File: src/rtl/machine_timer_pkg.sv
// Shared definitions for the machine timer: register offsets, reset defaults
// and the decode from a bus byte offset to a register half.
package machine_timer_pkg;

    localparam logic [3:0] MTIME_LO_OFF    = 4'h0;
    localparam logic [3:0] MTIME_HI_OFF    = 4'h4;
    localparam logic [3:0] MTIMECMP_LO_OFF = 4'h8;
    localparam logic [3:0] MTIMECMP_HI_OFF = 4'hC;

    localparam logic [63:0] MTIME_RESET_DEFAULT    = 64'h0000_0000_0000_0000;
    localparam logic [63:0] MTIMECMP_RESET_DEFAULT = 64'hFFFF_FFFF_FFFF_FFFF;

    typedef enum logic [1:0] {
        SEL_MTIME_LO    = 2'd0,
        SEL_MTIME_HI    = 2'd1,
        SEL_MTIMECMP_LO = 2'd2,
        SEL_MTIMECMP_HI = 2'd3
    } reg_sel_e;

    // Byte-lane bits are ignored; the four word offsets cover every address.
    function automatic reg_sel_e decode_addr(input logic [3:0] addr);
        reg_sel_e sel;
        case ({addr[3:2], 2'b00})
            MTIME_LO_OFF:    sel = SEL_MTIME_LO;
            MTIME_HI_OFF:    sel = SEL_MTIME_HI;
            MTIMECMP_LO_OFF: sel = SEL_MTIMECMP_LO;
            MTIMECMP_HI_OFF: sel = SEL_MTIMECMP_HI;
            default:         sel = SEL_MTIMECMP_HI;
        endcase
        return sel;
    endfunction

endpackage

File: src/rtl/machine_timer_prescaler.sv
// Programmable prescaler: emits one tick every TICK_DIV enabled cycles,
// and holds its phase while disabled.
module timer_prescaler #(
    parameter int unsigned TICK_DIV = 100
) (
    input  logic clk_in,
    input  logic rst_in,
    input  logic en_in,
    output logic tick_out
);

    localparam logic [15:0] LAST_COUNT = 16'(TICK_DIV - 32'd1);

    logic [15:0] count_r;

    // Phase counter 0..TICK_DIV-1; with TICK_DIV=1 it stays at 0 and ticks every cycle.
    always_ff @(posedge clk_in or negedge rst_in) begin
        if (!rst_in) begin
            count_r <= 16'd0;
        end else if (en_in) begin
            if (count_r == LAST_COUNT) begin
                count_r <= 16'd0;
            end else begin
                count_r <= count_r + 16'd1;
            end
        end else begin
            count_r <= count_r;
        end
    end

    assign tick_out = en_in && (count_r == LAST_COUNT);

endmodule

File: src/rtl/machine_timer.sv
// 64-bit mtime/mtimecmp machine timer with a 32-bit request/acknowledge port
// and a registered level interrupt.
module machine_timer
    import machine_timer_pkg::*;
#(
    parameter int unsigned TICK_DIV       = 100,
    parameter logic [63:0] MTIME_RESET    = MTIME_RESET_DEFAULT,
    parameter logic [63:0] MTIMECMP_RESET = MTIMECMP_RESET_DEFAULT
) (
    input  logic        clk_in,
    input  logic        rst_in,
    input  logic        timer_en_in,
    input  logic        bus_req_in,
    input  logic        bus_we_in,
    input  logic [3:0]  bus_addr_in,
    input  logic [31:0] bus_wdata_in,
    output logic [31:0] bus_rdata_out,
    output logic        bus_ack_out,
    output logic [63:0] real_time_out,
    output logic        mtip_out
);

    logic [63:0] mtime_r;
    logic [63:0] mtimecmp_r;
    logic [63:0] mtime_nxt_s;
    logic [63:0] mtimecmp_nxt_s;
    logic [31:0] rdata_r;
    logic [31:0] rdata_nxt_s;
    logic        ack_r;
    logic        mtip_r;
    logic        tick_s;
    logic        wr_s;
    logic        rd_s;
    reg_sel_e    sel_s;

    timer_prescaler #(.TICK_DIV(TICK_DIV)) u_prescaler (
        .clk_in   (clk_in),
        .rst_in   (rst_in),
        .en_in    (timer_en_in),
        .tick_out (tick_s)
    );

    assign wr_s  = bus_req_in && bus_we_in;
    assign rd_s  = bus_req_in && !bus_we_in;
    assign sel_s = decode_addr(bus_addr_in);

    // Next-state for the registers and read data; a write to mtime overrides a same-cycle tick.
    always_comb begin
        mtime_nxt_s    = mtime_r;
        mtimecmp_nxt_s = mtimecmp_r;
        rdata_nxt_s    = 32'h0000_0000;
        if (tick_s) begin
            mtime_nxt_s = mtime_r + 64'd1;
        end else begin
            mtime_nxt_s = mtime_r;
        end
        if (wr_s) begin
            case (sel_s)
                SEL_MTIME_LO:    mtime_nxt_s    = {mtime_r[63:32], bus_wdata_in};
                SEL_MTIME_HI:    mtime_nxt_s    = {bus_wdata_in, mtime_r[31:0]};
                SEL_MTIMECMP_LO: mtimecmp_nxt_s = {mtimecmp_r[63:32], bus_wdata_in};
                SEL_MTIMECMP_HI: mtimecmp_nxt_s = {bus_wdata_in, mtimecmp_r[31:0]};
                default:         mtimecmp_nxt_s = mtimecmp_r;
            endcase
        end else if (rd_s) begin
            case (sel_s)
                SEL_MTIME_LO:    rdata_nxt_s = mtime_r[31:0];
                SEL_MTIME_HI:    rdata_nxt_s = mtime_r[63:32];
                SEL_MTIMECMP_LO: rdata_nxt_s = mtimecmp_r[31:0];
                SEL_MTIMECMP_HI: rdata_nxt_s = mtimecmp_r[63:32];
                default:         rdata_nxt_s = 32'h0000_0000;
            endcase
        end else begin
            rdata_nxt_s = 32'h0000_0000;
        end
    end

    // Register state, response stage and interrupt compare.
    always_ff @(posedge clk_in or negedge rst_in) begin
        if (!rst_in) begin
            mtime_r    <= MTIME_RESET;
            mtimecmp_r <= MTIMECMP_RESET;
            rdata_r    <= 32'h0000_0000;
            ack_r      <= 1'b0;
            mtip_r     <= 1'b0;
        end else begin
            mtime_r    <= mtime_nxt_s;
            mtimecmp_r <= mtimecmp_nxt_s;
            rdata_r    <= rdata_nxt_s;
            ack_r      <= bus_req_in;
            mtip_r     <= (mtime_r >= mtimecmp_r);
        end
    end

    assign bus_rdata_out = rdata_r;
    assign bus_ack_out   = ack_r;
    assign real_time_out = mtime_r;
    assign mtip_out      = mtip_r;

endmodule

File: config.mk
export PLATFORM = sky130hd
export DESIGN_NAME = machine_timer
export DESIGN_NICKNAME = d
export VERILOG_FILES = /design/src/rtl/machine_timer_pkg.sv /design/src/rtl/machine_timer_prescaler.sv /design/src/rtl/machine_timer.sv
export SDC_FILE = /design/constraint.sdc
export NUM_CORES = 1
export LEC_CHECK = 0
export CAP_MARGIN = 15
export CORE_UTILIZATION = 40
export DETAILED_ROUTE_END_ITERATION = 10
export PLACE_DENSITY_LB_ADDON = 0.05
export SYNTH_ARGS = -nofsm -noshare
export SYNTH_HDL_FRONTEND = slang
export SYNTH_SLANG_ARGS = --single-unit
File: constraint.sdc
create_clock -name clk_in -period 2.3 [get_ports clk_in]
set_input_delay 0.46 -clock clk_in [delete_from_list [all_inputs] [get_ports clk_in]]
set_output_delay 0.46 -clock clk_in [all_outputs]
set_load 0.05 [all_outputs]
======== After elaboration in Yosys (flattened, before gate mapping) ========
Index checks and enable logic that the tools add are counted.
cells by class
  $add $sub $neg .......................... 2
  magnitude comparators ................... 1
  equal/unequal tests ..................... 9
  multiplexer cells ....................... 9
  bitwise operators ....................... 2
  reduce and logical (&&, ||, !) cells .... 8
operator list
  cell                                                   number
  one-hot mux 64 bit (2 select lines)                    2
  2-to-1 mux 64 bit                                      2
  one-hot mux 32 bit (4 select lines)                    1
  adder 64 x 1 -> 64 bit (second input constant)         1
  >= comparator 64 bit                                   1
  2-to-1 mux 32 bit                                      2
  adder 16 x 1 -> 16 bit (second input constant)         1
  equality test 16 x 7 -> 1 bit (second input constant)  1
  2-to-1 mux 16 bit                                      1
  equality test 2 bit (second input constant)            4
  one-hot mux 2 bit (4 select lines)                     1
  AND reduction 3 bit                                    2
  equality test 2 x 1 -> 1 bit (second input constant)   2
  zero test 2 bit                                        2
  inequality test 2 bit (second input constant)          2
  logical AND 1 bit                                      3
  inverter 1 bit                                         2
  zero test 1 bit                                        1
word-level totals
  bits in registers ....................... 178
  input port bits ......................... 41
  output and inout port bits .............. 98
  word-level logic and storage cells ...... 39

======== Depth between registers and ports, before layout ========
Gate-level depths: netlist of run 1.
  word-level depth ........................ 6
  gate-level depth with buffers ........... 10

======== Modules after synthesis ========
A second synthesis of run 1 with hierarchy kept.
second synthesis, totals
  cell total of the unflattened synthesis .. 997
  area total of the unflattened synthesis .. 10576.4 um^2
by module, submodules not included
  module           instances  cells each  area an instance (um^2)  sequential area each (um^2)
  machine_timer    1          930         9800.6                   4134.0
  timer_prescaler  1          67          775.7                    400.4

======== Worst setup path after synthesis of run 1 ========
Ideal clock, no wire load.
  path kind ............................... register to register
  start ................................... reg mtime_r[9], in the netlist real_time_out[9]
  end ..................................... reg mtime_r[61], in the netlist real_time_out[61]
  arrival time ............................ 2.619 ns
  data required time ...................... 2.213 ns
  slack ................................... -0.406 ns
  cell stages (with the launch flop) ...... 8
  path buffers ............................ 1
  cell sequence ........................... dfrtp_1 -> and3_1 -> buf_4 -> nand3_1 -> or4_1 -> or4_4 -> o21a_1 -> a211oi_2
on the way
  cells in the longest elaborated chain, start to end .. 4
RTL lines
  what                                 RTL line             text
  start, declared                      machine_timer.sv:23  logic [63:0] mtime_r;
  start signal, assigned               machine_timer.sv:87  mtime_r <= mtime_nxt_s;
  adder 64 x 1 -> 64 bit (*)           machine_timer.sv:53  mtime_nxt_s = mtime_r + 64'd1;
  2-to-1 mux 64 bit (*)                machine_timer.sv:52  if (tick_s) begin
  one-hot mux 64 bit (2 select lines)  machine_timer.sv:58  case (sel_s)
  2-to-1 mux 64 bit (*)                machine_timer.sv:57  if (wr_s) begin
Every way passes the cells marked *; elsewhere a longest branch is shown, timed or not.
A chain may end at the register's enable or synchronous reset.

======== Final worst setup path of run 1 ========
  start ................................... reg mtime_r[0], in the netlist real_time_out[0]
  end ..................................... reg mtime_r[61], in the netlist real_time_out[61]
Same word-level chain as after synthesis.

==> run summary, run 1 <==
Number of rows created at floorplan: 59
Core Region: 0.02621 mm²
Die Span Y: 165.9 µm
Worst R2R Setup Slack: -80 ps
Library cell occupying the most area in the post-synthesis netlist: dfrtp_1
DRC violation total after the first TritonRoute iteration: 649
Global-route congestion overflow total: 0
Final worst clock skew: 11.55 ps
Post-synthesis xor/xnor area fraction: 1.304%
Depth of the worst register-to-register path: 7
Worst IR drop on VDD: 0.3917 mV
Synthesized-area fraction occupied by ao, oa, aoi and oai cells: 11.60%
Share of flip-flops with an asynchronous set or reset: 100.0%
Most used DFF post-synth: dfrtp_1
Clock period minus worst slack: 2384 ps
Maximum cell stage delay along the critical path: 590 ps
Routed length per instance: 21.25 µm
Sequential share of power: 35.2%
WS Path Type: reg2reg
Antenna diode count: 0
Area share of fa/ha/maj cells after synthesis: 7.682%
Detailed-route vias per instance: 5.771
Number of iterations in the first detailed-routing pass: 8
Main combinational cell family by area after synthesis: simple AND/OR/NAND/NOR gates
Syn Nets: 1,144
Area grow syn2layout: 42.87%
Cts bufs inserted: 17
Unrepaired setup endpoints after global routing: true
Clock root cell: clkbuf_16
Maximum number of pins on one net before global-route repair: 63
Share of the synthesized area in the top cell type: 26.54%
P per Cell Area: 808.5 mW/mm²
Result of the run: finished, violations left
Total via count in the routed design: 9,886
Overall Power: 12.42 mW
Die area: 0.02754 mm²
Endpoints failing hold: 0
Die span in x: 165.9 µm
Net load switching power: 4.712 mW
Overall track demand over capacity in global routing: 26.52%
Number of top-level design ports: 139
Number of levels the H-tree was split into: 4
Switching share of total power: 37.95%
Series of cell instances along the critical path: buf_4, and3_1, nand4_1, or4_4, or4_4, o21a_1, a211oi_2
Slew margin rel.: 51.17%
Total of flip-flops plus latches after synthesis: 178
Final antenna-violating net count: 0
Vias in the first global route: 9,690
Portion of the clock cycle consumed by the worst path in the final layout: 103.7%
Initial core utilization: 41.02%
Number of buffer cells added on primary ports: 136
Type of element launching the critical path: flop
Clock sink count: 178
Fin cells: 1,713
Total Nets Final: 1,472
Setup crit end kind: flop
Final WL: 36,400 µm
Setup slack after placement: -544.5 ps
Placed insts: 1,666
Top area cells in the synthesized netlist: dfrtp_1, dfstp_2, ha_1
Final weighted congestion of routability-driven global placement: 0.8932
Half-perimeter wire length of the detailed placement result: 26,900 µm
Slew Viols, Final: 0
Clock latency at the later pin of the worst-skew pair: 440 ps
Count of mapped cells out of synthesis: 1,037
Slowest stage cell, crit path: or4_4
Failing checks: DRC, setup timing
Internal cell power: 7.705 mW
Path class of the lowest-slack min-delay path: in2async
Number of library cell types mapped by synthesis: 71
Portion of the post-synthesis area used by sequential elements: 42.18%
Most frequent cell on the critical path: or4_4
Tightest Pin Transition: 732.5 ps
DR DRC count: 9
Final setup violation count: 5
First-pass GRT wire length: 56,210 µm
Fraction of layout cells with a size suffix above 1: 40.20%
Critical Path Fanout Max: 3
WP data required: 2650 ps
Clock tree from TritonCTS: yes
Share of power burned in combinational logic: 40.8%
Endpoint of the lowest-slack register-to-register path: real_time_out[61]$_DFFE_PN0P_
Initial antenna violation count: 0
Buffers from clock root to sink, at most: 2
Post-synthesis mux area share: 13.82%
Launching instance or port of the critical path: real_time_out[0]$_DFFE_PN0P_
Maximum clock rate: 419.4 MHz
Max Cap Violations: 0
Critical path data arrival time: 2740 ps
Yosys synthesis warning count: 0
Basic-gate share of the synthesized area counting and, or, nand and nor cells: 18.83%
Post-Syn Area: 0.01075 mm²
Post-synth EDFFs: 0
Clk network pwr share: 24.0%
Syn_area_per_cell: 10.37 µm²
Post-layout worst setup margin: -84.43 ps
Clock slew seen by the registers of the worst setup and hold paths: 70 ps
Leak: 6.513 nW
Reg-to-reg startpoint: real_time_out[0]$_DFFE_PN0P_
==> per-stage QoR <==
| stage | hold slack [ps] | TNS, ps | util [%] | area (µm²) |
|---|---|---|---|---|
| global placement | 485.1 | -15140 | 53.48 | 14020 |
| global route | 42.36 | -1069 | 58.61 | 15360 |
| finish | 10.63 | -197.9 | 58.61 | 15360 |
| detailed placement | 493.9 | -16210 | 53.48 | 14020 |
| floorplan | 164.4 | -134.5 | - | 10840 |
| CTS | 21.14 | -343.4 | 56.43 | 14790 |
==> worst max path at each step <==
stage                                               end  slack, ps  cells past startpoint
after global routing      real_time_out[61]$_DFFE_PN0P_       -130                      7
final                     real_time_out[61]$_DFFE_PN0P_        -80                      7
after floorplan           real_time_out[61]$_DFFE_PN0P_       -130                      6
after CTS                 real_time_out[22]$_DFFE_PN0P_       -100                      9
after detailed placement  real_time_out[61]$_DFFE_PN0P_       -540                      7
after global placement    real_time_out[61]$_DFFE_PN0P_       -520                      7
==> cell usage after synthesis (all sizes together) (8+ instances only) <==
cell and number:
dfrtp 114, nor2 74, inv 72, ha 66
dfstp 64, mux2 64, nand2 59, a21oi 56
nand4 43, nand3 41, nor2b 36, nor3 36
clkbuf 33, mux4 32, o21ai 25, a211oi 18
and3 17, buf 15, nor4 15, and4 13
a311oi 12, xnor2 12, nor4b 9, o22ai 8
o31ai 8, or4 8
==> power groups by stage <==
stage          combinational [mW]  sequential [mW]  clock (mW)
3_5_place_dp                 4.81             4.39           0
2_1_floorplan                1.87             5.30           0
5_1_grt                      5.47             4.44        3.15
3_3_place_gp                 4.75             4.37           0
4_1_cts                      4.86             4.34        3.05
6_report                     5.07             4.37        2.98
==> area by class of cell <==
type | instances | area, µm²
timing repair buffer | 357 | 3153
clock inverter | 11 | 117.6
clock buffer | 21 | 470.5
multi-input combinational | 739 | 6349
inverter | 72 | 270.3
tap | 335 | 419.2
sequential | 178 | 4579
fill | 2251 | 10850
==> what timing repair did <==
item	4_1_cts	5_1_grt
setup endpoints to repair	37	61
resized for setup	44	99
pin swaps	13	62
hold endpoints to repair	0	0
hold buffers	0	0
cloned	1	0
setup buffers	3	11
==> metal layers <==
layer	vias up	GRT usage, %	share of wire, %
li1	4549	-	-
met1	4996	37.34	47
met2	297	42.21	47
met3	44	3.527	3.9
met4	0	8.655	2.1
met5	-	0	0
==> cells in the final DEF (no fill, tap or decap), drive strengths merged, types with 41 or more instances in the layout <==
cell type        n
buf            224
nand2           59
clkdlybuf4s50  110
inv             77
dfstp           64
nor2            74
nand4           43
a21oi           56
nand3           41
dfrtp          114
ha              66
mux2            64
==> registers in the layout, summed over array words and instances, names as in the netlist <==
signal,count
u_prescaler.count_r,16
real_time_out,64
bus_rdata_out,32
bus_ack_out,1
mtip_out,1
mtimecmp_r,64
==> cell families after synthesis <==
kind of cell | count (synthesis)
multiplexers | 100
buffers and inverters | 121
AO/OA/AOI/OAI | 183
AND/OR/NAND/NOR | 373
adder cells (fa/ha/maj) | 66
XOR/XNOR | 16
flip-flops | 178
==> critical path, delay by kind of cell, from the launching register on <==
kind,cells,cell delay [ps]
AO/OA/AOI/OAI,2,330
buffers and inverters,1,110
flip-flops,1,360
AND/OR/NAND/NOR,4,1490
Note: power is estimated with default switching activity, not from simulation.
==> run 2: changes to the inputs <==
CORE_ASPECT_RATIO = 1.5   (was default)
==> run summary, run 2 (synthesis results as in run 1) <==
Switching share of total power: 37.28% (was 37.95%)
Die span in x: 135.9 µm (was 165.9 µm)
Clock slew seen by the registers of the worst setup and hold paths: 70 ps (about the same)
Maximum clock rate: 422.2 MHz (was 419.4 MHz)
Failing checks: setup timing (was DRC, setup timing)
Critical path data arrival time: 2700 ps (was 2740 ps)
Final core utilization: 57.62% (was 58.61%)
Half-perimeter wire length of the detailed placement result: 27,460 µm (was 26,900 µm)
Clock tree from TritonCTS: yes (unchanged)
Vias in the first global route: 9,730 (was 9,690)
WS Path Type: reg2reg (unchanged)
Core Region: 0.02649 mm² (was 0.02621 mm²)
Die area: 0.02755 mm² (was 0.02754 mm²)
Commonest non-fill, non-tap cell in the layout: buf_4 (unchanged)
P per Cell Area: 815.5 mW/mm² (was 808.5 mW/mm²)
Final antenna-violating net count: 0 (unchanged)
Setup crit end kind: flop (unchanged)
Clock latency at the later pin of the worst-skew pair: 440 ps (about the same)
Initial core utilization: 40.59% (was 41.02%)
Clock sink count: 178 (unchanged)
Die Span Y: 202.8 µm (was 165.9 µm)
Post-layout worst setup margin: -68.69 ps (was -84.43 ps)
Overall track demand over capacity in global routing: 27.08% (was 26.52%)
Tightest Pin Transition: 689.8 ps (was 732.5 ps)
Hold Slack: 410.9 ps (was 10.63 ps)
Worst IR drop on VDD: 0.5187 mV (was 0.3917 mV)
Maximum number of pins on one net before global-route repair: 74 (was 63)
Slowest stage cell, crit path: or4_4 (unchanged)
Path class of the lowest-slack min-delay path: in2async (unchanged)
Placed insts: 1,651 (was 1,666)
Initial antenna violation count: 0 (unchanged)
Cts bufs inserted: 17 (unchanged)
Most frequent cell on the critical path: buf_4 (was or4_4)
Result of the run: finished, violations left (unchanged)
Fin Setup TNS: -336.4 ps (was -197.9 ps)
Clock period minus worst slack: 2369 ps (was 2384 ps)
Max Cap Violations: 0 (unchanged)
Fraction of layout cells with a size suffix above 1: 39.52% (was 40.20%)
Number of rows created at floorplan: 73 (was 59)
Number of levels the H-tree was split into: 4 (unchanged)
WP data required: 2630 ps (was 2650 ps)
Routed length per instance: 21.45 µm (was 21.25 µm)
Clock root cell: clkbuf_16 (unchanged)
DRC violation total after the first TritonRoute iteration: 394 (was 649)
Final WL: 36,590 µm (was 36,400 µm)
Internal cell power: 7.806 mW (was 7.705 mW)
Total Nets Final: 1,463 (was 1,472)
Critical path's top delay family: simple AND/OR/NAND/NOR gates (unchanged)
Clk network pwr share: 24.1% (was 24.0%)
Final setup violation count: 8 (was 5)
DR DRC count: 0 (was 9)
Depth of the worst register-to-register path: 10 (was 7)
Area grow syn2layout: 41.98% (was 42.87%)
Number of top-level design ports: 139 (unchanged)
Global-route congestion overflow total: 0 (unchanged)
Antenna diode count: 0 (unchanged)
Logic depth of the worst setup path including buffers: 10 (was 7)
Unrepaired setup endpoints after global routing: true (unchanged)
Reg-to-reg startpoint: u_prescaler.count_r[1]$_DFFE_PN0P_ (was real_time_out[0]$_DFFE_PN0P_)
Series of cell instances along the critical path: ha_4, nor4b_4, nand4_1, buf_6, buf_4, or4_4, nor4_2, buf_4, and3_1, nor3_1 (was buf_4, and3_1, nand4_1, or4_4, or4_4, o21a_1, a211oi_2)
Number of buffer cells added on primary ports: 136 (unchanged)
Detailed-route vias per instance: 5.680 (was 5.771)
Buffers from clock root to sink, at most: 2 (unchanged)
Maximum cell stage delay along the critical path: 440 ps (was 590 ps)
Worst R2R Setup Slack: -70 ps (was -80 ps)
Critical Path Fanout Max: 6 (was 3)
Share of power burned in combinational logic: 41.0% (was 40.8%)
Placed Area: 0.01391 mm² (was 0.01402 mm²)
Sequential share of power: 34.9% (was 35.2%)
Endpoints failing hold: 0 (unchanged)
Net load switching power: 4.641 mW (was 4.712 mW)
First-pass GRT wire length: 55,280 µm (was 56,210 µm)
Commonest cells after routing, fill and taps aside: buf_4, clkdlybuf4s50_1, dfrtp_1 (unchanged)
Leak: 6.501 nW (was 6.513 nW)
Portion of the clock cycle consumed by the worst path in the final layout: 103.0% (was 103.7%)
Fin cells: 1,706 (was 1,713)
Final-layout fill cell count: 2,370 (was 2,251)
Total via count in the routed design: 9,690 (was 9,886)
Overall Power: 12.45 mW (was 12.42 mW)
Final weighted congestion of routability-driven global placement: 0.8692 (was 0.8932)
Slew Viols, Final: 0 (unchanged)
Number of iterations in the first detailed-routing pass: 5 (was 8)
Final worst clock skew: 8.335 ps (was 11.55 ps)
Buffering stage count on the worst path with inverters included: 3 (was 1)
Setup slack after placement: -568.4 ps (was -544.5 ps)
Endpoint of the lowest-slack register-to-register path: real_time_out[22]$_DFFE_PN0P_ (was real_time_out[61]$_DFFE_PN0P_)
Slew margin rel.: 54.01% (was 51.17%)
Type of element launching the critical path: flop (unchanged)
Fin area: 0.01526 mm² (was 0.01536 mm²)
[run 2: how the worst max path moves through the flow]
| stage | start | to |
|---|---|---|
| CTS | u_prescaler.count_r[11]$_DFFE_PN0P_ | real_time_out[41]$_DFFE_PN0P_ |
| finish | u_prescaler.count_r[1]$_DFFE_PN0P_ | real_time_out[22]$_DFFE_PN0P_ |
| floorplan | real_time_out[3]$_DFFE_PN0P_ | real_time_out[61]$_DFFE_PN0P_ |
| global route | u_prescaler.count_r[1]$_DFFE_PN0P_ | real_time_out[22]$_DFFE_PN0P_ |
| detailed placement | bus_req_in | real_time_out[61]$_DFFE_PN0P_ |
| global placement | bus_we_in | real_time_out[61]$_DFFE_PN0P_ |
[run 2: layout make-up]
cell class                 count  area (µm²)  area share, %
sequential                   178        4579          30.00
clock inverter                12       132.6         0.8689
inverter                      72       270.3          1.771
clock buffer                  20       466.7          3.058
timing repair buffer         348        3120          20.44
tap                          337       421.7          2.763
multi-input combinational    739        6272          41.09
[run 2: power by group through the flow]
stage	Combinational [mW]	Sequential [mW]	Clock [mW]
final	5.10	4.35	3.00
after global routing	5.49	4.43	3.18
after CTS	4.93	4.34	3.07
after detailed placement	4.87	4.39	0
after global placement	4.83	4.37	0
after floorplan	1.87	5.30	0
[run 2: repair_timing]
action,in CTS,in global routing
gates cloned,1,1
hold buffers,1,0
gates resized for setup,44,91
endpoints found under the setup margin,49,57
setup buffers,4,17
hold endpoints to repair,8,0
pin swaps,20,50
[run 2: layer usage]
metal / GRT usage, % / share of wire (%) / wire length (µm)
met5: 0 / 0 / 0
met4: 13.21 / 4.5 / 1655
met3: 3.521 / 3.0 / 1091
met2: 48.94 / 53 / 19480
met1: 30.95 / 39 / 14360
